--- config.mk ---
export PLATFORM = sky130hd
export DESIGN_NAME = proc_io_device
export DESIGN_NICKNAME = d
export VERILOG_FILES = /design/src/rtl/proc_io_pkg.sv /design/src/rtl/sync_fifo.sv /design/src/rtl/proc_io_device.sv
export SDC_FILE = /design/constraint.sdc
export NUM_CORES = 1
export LEC_CHECK = 0
export ABC_AREA = 1
export ABC_CLOCK_PERIOD_IN_PS = 3800
export CORE_MARGIN = 4
export CORE_UTILIZATION = 40
export DETAILED_ROUTE_END_ITERATION = 10
export GPL_ROUTABILITY_DRIVEN = 1
export SETUP_SLACK_MARGIN = 0.15
export SLEW_MARGIN = 20
export SYNTH_ARGS = -nofsm -noshare
export SYNTH_HDL_FRONTEND = slang
export SYNTH_HIERARCHICAL = 1
export SYNTH_SLANG_ARGS = --single-unit
--- constraint.sdc ---
create_clock -name clk -period 3.8 [get_ports clk]
set_input_delay 0.95 -clock clk [delete_from_list [all_inputs] [get_ports clk]]
set_output_delay 0.95 -clock clk [all_outputs]
set_load 0.005 [all_outputs]
--- src/rtl/proc_io_pkg.sv ---
// Shared types and default sizes for the processor byte I/O device.
package proc_io_pkg;
  localparam int DATA_W_DFLT = 8;
  localparam int DEPTH_DFLT  = 4;

  typedef enum logic [1:0] {TX_IDLE, TX_PRESENT, TX_RELEASE} tx_state_t;
  typedef enum logic       {RX_IDLE, RX_ACKED}               rx_state_t;
endpackage

--- src/rtl/sync_fifo.sv ---
// Single-clock byte FIFO with first-word fall-through read, full/empty flags and occupancy count.
module sync_fifo #(
  parameter int DATA_W = 8,
  parameter int DEPTH  = 4,
  parameter int CNT_W  = $clog2(DEPTH) + 1
) (
  input  logic              clk,
  input  logic              reset,
  input  logic              wr_en,
  input  logic [DATA_W-1:0] wr_data,
  input  logic              rd_en,
  output logic [DATA_W-1:0] rd_data,
  output logic              full,
  output logic              empty,
  output logic [CNT_W-1:0]  count
);
  localparam int PTR_W = $clog2(DEPTH);

  logic [DEPTH-1:0][DATA_W-1:0] mem;
  logic [PTR_W-1:0]             wr_ptr, rd_ptr;
  logic                         push, pop;

  assign full    = (count == CNT_W'(DEPTH));
  assign empty   = (count == '0);
  assign push    = wr_en && !full;
  assign pop     = rd_en && !empty;
  assign rd_data = mem[rd_ptr];

  // Storage is reset so the fall-through head reads 0 straight out of reset.
  always_ff @(posedge clk or negedge reset) begin
    if (!reset) begin
      mem    <= '0;
      wr_ptr <= '0;
      rd_ptr <= '0;
      count  <= '0;
    end else begin
      if (push) begin
        mem[wr_ptr] <= wr_data;
        wr_ptr      <= wr_ptr + 1'b1;
      end
      if (pop) rd_ptr <= rd_ptr + 1'b1;
      case ({push, pop})
        2'b10:   count <= count + 1'b1;
        2'b01:   count <= count - 1'b1;
        default: ;
      endcase
    end
  end
endmodule

--- src/rtl/proc_io_device.sv ---
// Device side of the processor byte I/O port: host FIFOs bridged to two four-phase handshakes.
// Optional transfer counters and overflow flag when PROC_IO_STATS_EN is defined.
module proc_io_device
  import proc_io_pkg::*;
#(
  parameter int DATA_W = DATA_W_DFLT,
  parameter int DEPTH  = DEPTH_DFLT,
  parameter int CNT_W  = $clog2(DEPTH) + 1
) (
  input  logic              clk,
  input  logic              reset,
  input  logic              host_wr_en,
  input  logic [DATA_W-1:0] host_wr_data,
  output logic              host_full,
  output logic [CNT_W-1:0]  host_tx_count,
  input  logic              host_rd_en,
  output logic [DATA_W-1:0] host_rd_data,
  output logic              host_empty,
  output logic [CNT_W-1:0]  host_rx_count,
  output logic [DATA_W-1:0] in_data,
  output logic              in_data_ready,
  input  logic              in_ack,
  input  logic [DATA_W-1:0] out_data,
  input  logic              out_data_ready,
`ifdef PROC_IO_STATS_EN
  output logic [15:0]       tx_xfer_count,
  output logic [15:0]       rx_xfer_count,
  output logic              rx_overflow_stall,
`endif
  output logic              out_ack
);
  tx_state_t         tx_state, tx_next;
  rx_state_t         rx_state, rx_next;
  logic [DATA_W-1:0] tx_head, in_data_next;
  logic              tx_empty, tx_pop, in_rdy_next;
  logic              rx_full, rx_push, ack_next;

  sync_fifo #(.DATA_W(DATA_W), .DEPTH(DEPTH), .CNT_W(CNT_W)) tx_fifo (
    .clk(clk), .reset(reset),
    .wr_en(host_wr_en), .wr_data(host_wr_data),
    .rd_en(tx_pop), .rd_data(tx_head),
    .full(host_full), .empty(tx_empty), .count(host_tx_count)
  );

  sync_fifo #(.DATA_W(DATA_W), .DEPTH(DEPTH), .CNT_W(CNT_W)) rx_fifo (
    .clk(clk), .reset(reset),
    .wr_en(rx_push), .wr_data(out_data),
    .rd_en(host_rd_en), .rd_data(host_rd_data),
    .full(rx_full), .empty(host_empty), .count(host_rx_count)
  );

  // TX: only start a byte once the processor has dropped its previous ack.
  always_comb begin
    tx_next      = tx_state;
    in_data_next = in_data;
    in_rdy_next  = in_data_ready;
    tx_pop       = 1'b0;
    case (tx_state)
      TX_IDLE: if (!tx_empty && !in_ack) begin
        tx_pop       = 1'b1;
        in_data_next = tx_head;
        in_rdy_next  = 1'b1;
        tx_next      = TX_PRESENT;
      end
      TX_PRESENT: if (in_ack) begin
        in_rdy_next = 1'b0;
        tx_next     = TX_RELEASE;
      end
      TX_RELEASE: if (!in_ack) tx_next = TX_IDLE;
      default: tx_next = TX_IDLE;
    endcase
  end

  // RX: capture once per ready pulse; a full FIFO withholds the ack.
  always_comb begin
    rx_next  = rx_state;
    ack_next = out_ack;
    rx_push  = 1'b0;
    case (rx_state)
      RX_IDLE: if (out_data_ready && !rx_full) begin
        rx_push  = 1'b1;
        ack_next = 1'b1;
        rx_next  = RX_ACKED;
      end
      RX_ACKED: if (!out_data_ready) begin
        ack_next = 1'b0;
        rx_next  = RX_IDLE;
      end
      default: rx_next = RX_IDLE;
    endcase
  end

  always_ff @(posedge clk or negedge reset) begin
    if (!reset) begin
      tx_state      <= TX_IDLE;
      rx_state      <= RX_IDLE;
      in_data       <= '0;
      in_data_ready <= 1'b0;
      out_ack       <= 1'b0;
    end else begin
      tx_state      <= tx_next;
      rx_state      <= rx_next;
      in_data       <= in_data_next;
      in_data_ready <= in_rdy_next;
      out_ack       <= ack_next;
    end
  end

`ifdef PROC_IO_STATS_EN
  // The overflow flag only counts as a stall while a fresh byte is waiting to be captured.
  always_ff @(posedge clk or negedge reset) begin
    if (!reset) begin
      tx_xfer_count     <= '0;
      rx_xfer_count     <= '0;
      rx_overflow_stall <= 1'b0;
    end else begin
      if (tx_state == TX_PRESENT && in_ack) tx_xfer_count <= tx_xfer_count + 16'd1;
      if (rx_push) rx_xfer_count <= rx_xfer_count + 16'd1;
      if (rx_state == RX_IDLE && out_data_ready && rx_full) rx_overflow_stall <= 1'b1;
    end
  end
`endif
endmodule
* Yosys cells after proc, flatten, opt, wreduce, memory -nomap -nowiden
Cells that the tools add are included.
Word-level totals: bits in registers 91, output and inout bits 26, logic and storage cells 98
Operators by class: $add $sub $neg 8, $lt $le $gt $ge 6, equality and inequality tests 13, mux-type cells 28, bitwise logic cells 1, reduce and logical (&&, ||, !) cells 23
Operators with widths (count):
- $bwmux W32 | 2
- $bmux W8 S2 | 2
- $demux W8 S2 | 2
- $mux W8 | 4
- $lt A2 B3 Y1 const B | 4
- $pmux W3 S2 | 2
- $ne A2 B2 Y1 const B | 5
- $mux W1 | 9
- $add A2 B1 Y2 const B | 4
- $logic_and A1 B1 Y1 | 8
- $add A3 B1 Y3 const B | 2
- $eq A2 B1 Y1 const B | 3
- $eq A2 B2 Y1 const B | 3
- $eq A3 B3 Y1 const B | 2
- $logic_not A3 Y1 | 2
- $mux W2 | 3
- $pmux W1 S2 | 3
- $pmux W2 S3 | 1
- $reduce_and A3 Y1 | 2
- $reduce_bool A2 Y1 | 3
- $sub A3 B1 Y3 const B | 2
- $logic_not A1 Y1 | 5
- $ge A2 B1 Y1 const B | 2
- $reduce_and A2 Y1 | 2
- 2 further kinds | 2

* Depth between registers and ports, before layout
word-level depth 8, depth in mapped cells 18, depth with buffers taken out 16

* Cells and area by module
The synthesis kept the hierarchy.
By module, submodules not included:
- sync_fifo | times used 2, cells an instance 251, area each 2031.9 um^2, sequential area each 975.9 um^2
- proc_io_device | times used 1, cells an instance 59, area each 540.5 um^2, sequential area each 325.3 um^2

* Worst setup path before layout
OpenSTA, ideal clock, no wires.
kind input -> register, start input port in_ack, end register tx_fifo.count[2], data arrival time 2329 ps, path slack 1354 ps, cell stages on the path 13, buffers on the path 1, path through nor2_4 -> nand2_2 -> buf_6 -> inv_1 -> nand2_1 -> inv_1 -> ha_1 -> inv_1 -> fa_1 -> nand2_1 -> nand3_1 -> nand2_1 -> nand2_1
Between the ends: word-level cells in the longest chain between the ends 7, elaborated cells between the ends (all ways) 9
Ends and longest elaborated chain:
- start: declaration | RTL line proc_io_device.sv:22 | input logic in_ack,
- $logic_not A1 Y1 (*)
- $logic_and A1 B1 Y1 (*) | RTL line proc_io_device.sv:59 | TX_IDLE: if (!tx_empty && !in_ack) begin
- $mux W1 (*) | RTL line proc_io_device.sv:59
- $mux W1 (*) | RTL line proc_io_device.sv:58 | case (tx_state)
- via tx_pop | RTL line proc_io_device.sv:35 | logic tx_empty, tx_pop, in_rdy_next;
- $logic_and A1 B1 Y1 (*) | RTL line sync_fifo.sv:26 | assign pop = rd_en && !empty;
- via tx_fifo.pop | RTL line sync_fifo.sv:21 | logic push, pop;
- $eq A2 B1 Y1 or $eq A2 B2 Y1 (tied branches) | RTL line sync_fifo.sv:42 | case ({push, pop})
- $pmux W3 S2 or $reduce_bool A2 Y1 (tied branches)
- end signal: assignment | RTL line sync_fifo.sv:43 | 2'b10: count <= count + 1'b1;
- end signal: assignment | RTL line sync_fifo.sv:44 | 2'b01: count <= count - 1'b1;
- end: declaration | RTL line sync_fifo.sv:15 | output logic [CNT_W-1:0] count
Mark *: on every way through the listed nets, which the timed path passes. The rest lies on a longest branch. A chain may end at the register's enable or synchronous reset.

* Final worst setup path
start register rx_fifo.rd_ptr[0], end output port host_rd_data[1]
Between the ends: word-level cells in the longest chain between the ends 2
Ends and longest elaborated chain:
- start: declaration | RTL line sync_fifo.sv:20 | logic [PTR_W-1:0] wr_ptr, rd_ptr;
- start signal: assignment | RTL line sync_fifo.sv:41 | if (pop) rd_ptr <= rd_ptr + 1'b1;
- $bmux W8 S2 | RTL line sync_fifo.sv:27 | assign rd_data = mem[rd_ptr];
- $mux W8 (not written as such) | RTL line sync_fifo.sv:27
- end: declaration | RTL line proc_io_device.sv:17 | output logic [DATA_W-1:0] host_rd_data,
Every way passes these cells. The select of a mux whose other input is x is not followed.

==> metrics.md <==
| Metric | Value |
|---|---|
| Status | `completed` |
| Root Buffer | `clkbuf_16` |
| Final net count | `626` |
| First drt pass iteration count | `5` |
| H-tree depth | `3` |
| Count of cell types in the netlist | `19` |
| Die height | `115.3 µm` |
| Clock skew | `5.651 ps` |
| Reg2Reg Depth | `15` |
| Part of the Yosys area used for sequential elements | `49.46%` |
| Final hold violations | `0` |
| Pwr dens | `889.4 mW/mm²` |
| TritonCTS Buffers | `9` |
| First-pass GRT wire length | `19.04 mm` |
| Drt first-iter violations | `389` |
| Worst hold path type | `reg -> reg` |
| Non-Filler Instances | `737` |
| WHS Path Cells | `2` |
| Worst-path clk slew | `60 ps` |
| CTS max path bufs | `2` |
| Synth Warn # | `6` |
| Starting Density | `41.74%` |
| Met3 Wirelength | `560 µm` |
| Final TNS setup | `0 ps` |
| Residual DRC count | `0` |
| Placer's final routability congestion estimate | `0.7977` |
| Buf+Inv Stages, Crit Path | `2` |
| Final Core Density | `48.95%` |
| Final HPWL DP | `7.296 mm` |
| # clock sinks | `91` |
| Placement Cell Area | `0.005056 mm²` |
| Via count | `3,878` |
| Critical path depth in cells | `4` |
| CP top delay family | `buffers and inverters` |
| Area leader, netlist | `dfrtp_1` |
| Async set-reset flop share out of synthesis | `100.0%` |
| Ys flop type | `dfrtp_1` |
| Final worst slack | `489.5 ps` |
| Post-place setup slack | `566.7 ps` |
| Top-area cell type share of the netlist area | `49.46%` |
| # IOs | `48` |
| Clock Latency Late Sink | `330 ps` |
| Yosys reg bits | `91` |
| Critical Path, Cell by Cell | `inv_2 > o21ai_0 > o21ai_0 > clkdlybuf4s50_1` |
| Die width | `115.3 µm` |
| Die ar. | `0.01329 mm²` |
| Routed wire per std cell | `15.22 µm` |
| Post-Syn Nets | `595` |
| Largest net degree at the start of global routing | `72` |
| Cell repeated most along the worst path | `o21ai_0` |
| Slew headroom | `37.15%` |
| CP Capture Type | `output pin` |
| Vias in the first global route | `3,736` |
| Cell area after synthesis | `0.004604 mm²` |
| CTS Hold Buffers Added | `0` |
| Post-Route WL | `11.22 mm` |
| Data required, critical path | `2850 ps` |
| Post-Syn Area per Cell | `8.208 µm²` |
| Crit share post-route | `87.12%` |
| Core area | `0.01103 mm²` |
| Slowest CP cell | `dfrtp_1` |
| Ranking of synthesized cells by area | `dfrtp_1 (49%), nand2_1 (15%), nand4_1 (9.0%)` |
| Ant diodes | `0` |
| Final Max Slew Viols | `0` |
| Synth-to-Final Area Change | `17.26%` |
| Top sig layer | `met4` |
| Synth top cells by count | `nand2_1 (187), dfrtp_1 (91), nand4_1 (66)` |
| CTS tree | `built` |
| Final ANT Viol Nets | `0` |
| Worst-margin pin slew | `942.7 ps` |
| Achievable Freq | `302.1 MHz` |
| RSZ-0062 raised after global routing | `no` |
| Grt ovf | `0` |
| Crit path kind | `reg -> out` |
| Worst Path Arrival | `2360 ps` |
| Critical path peak fanout | `19` |
| IO Port Bufs | `47` |
| Pleak | `2.712 nW` |
| Initial antenna violation count | `0` |
| Total track usage | `18.08%` |
| EDFF count, synth | `0` |
| Setup violations, final | `0` |
| Metal-1 WL | `5.584 mm` |
| Synthesized netlist cell count | `561` |
| DR vias/cell | `5.262` |
| Finished Cell Area | `0.005399 mm²` |
| Top-count cell post-synth | `nand2_1` |
| Crit start category | `register` |
| Metal2 WL | `4.949 mm` |
| Number of max-cap violations | `0` |
| Period minus WS final | `3310 ps` |
| Core Rows | `38` |
| Placed cell count | `721` |
| Max incr delay on CP | `640 ps` |
| Resized cells post-CTS | `0` |
| Post CTS Setup Buffer Count | `0` |
| Peak supply drop | `0.3521 mV` |
| Share of cells above drive strength 1 | `5.863%` |
[power by group]
part	leakage, nW	switching (mW)	internal [mW]
Combinational	1.40	1.20	0.829
Clock	0.169	0.366	0.659
Sequential	1.14	0.336	1.42
Total	2.71	1.90	2.90
[kinds of logic (layout without fill, tap and decap cells)]
group | after synthesis | count (layout) | share of synthesized area (%)
AO/OA/AOI/OAI | 54 | 54 | 5.870
XOR/XNOR | 2 | 2 | 0.3805
flip-flops | 91 | 91 | 49.46
AND/OR/NAND/NOR | 337 | 337 | 32.96
buffers and inverters | 65 | 101 | 7.745
adder cells (fa/ha/maj) | 12 | 12 | 3.587
[worst register-to-register path, stage by stage, from the launching register on]
cell     delay [ps]
dfrtp_1         400
inv_1            70
nand2_1         190
inv_1           120
nor2_4          220
nand2_2         190
inv_1           160
nand2_1         100
inv_1           130
ha_1            180
inv_1            70
fa_1            380
nand2_1         100
nand3_1          70
nand2_1          60
nand2_1          40
[final timing paths]
kind / endpoint / slack [ps] / startpoint
worst max register to register: tx_fifo/count[2] / 1220 / tx_fifo/count[2]
worst min register to register: rx_fifo/mem[26] / 460 / rx_fifo/mem[26]
worst min-delay path: rx_fifo/mem[26] / 460 / rx_fifo/mem[26]
max in group asynchronous: rx_fifo/mem[24] / 2280 / reset
worst max-delay path: host_rd_data[1] / 490 / rx_fifo/rd_ptr[0]
min in group asynchronous: rx_fifo/count[0] / 730 / reset
[sequential cells by signal (all words and copies together), names as in the netlist, 2 cells and up]
| register | cells |
|---|---|
| in_data | 8 |
| rx_fifo/count | 3 |
| rx_fifo/mem | 32 |
| rx_fifo/rd_ptr | 2 |
| rx_fifo/wr_ptr | 2 |
| tx_fifo/count | 3 |
| tx_fifo/mem | 32 |
| tx_fifo/rd_ptr | 2 |
| tx_fifo/wr_ptr | 2 |
| tx_state | 2 |
[layout make-up]
type	instances	area [µm²]
Clock buffer	11	242.7
Clock inverter	5	100.1
Fill cell	1108	5632
Inverter	32	120.1
Multi-Input combinational cell	405	1971
Sequential cell	91	2277
Tap cell	140	175.2
Timing Repair Buffer	53	513.0
[stage by stage]
stage	power [mW]	hold slack [ps]
2_1_floorplan	3.080	436.6
3_5_place_dp	3.791	453.1
3_3_place_gp	3.745	447.8
4_1_cts	4.835	468.8
6_report	4.802	464.9
5_1_grt	5.245	491.2
[layout by cell type (no fill, tap or decap), types with 3 or more instances in the layout]
cell | netlist | final
buf_4 | 6 | 7
bufinv_16 | 0 | 3
clkbuf_16 | 0 | 9
clkdlybuf4s50_1 | 0 | 46
dfrtp_1 | 91 | 91
ha_1 | 10 | 10
inv_1 | 28 | 28
inv_2 | 4 | 4
nand2_1 | 187 | 187
nand2_2 | 3 | 3
nand3_1 | 26 | 26
nand4_1 | 66 | 66
nor2_1 | 49 | 49
o21ai_0 | 52 | 52
[per-layer routing]
layer	GRT usage (%)	vias to the layer above
met3	3.211	9
met2	26.50	96
met1	27.07	1855
met4	5.947	0
li1	-	1918
met5	0	-
No activity file was read; power rests on OpenSTA's default activity.
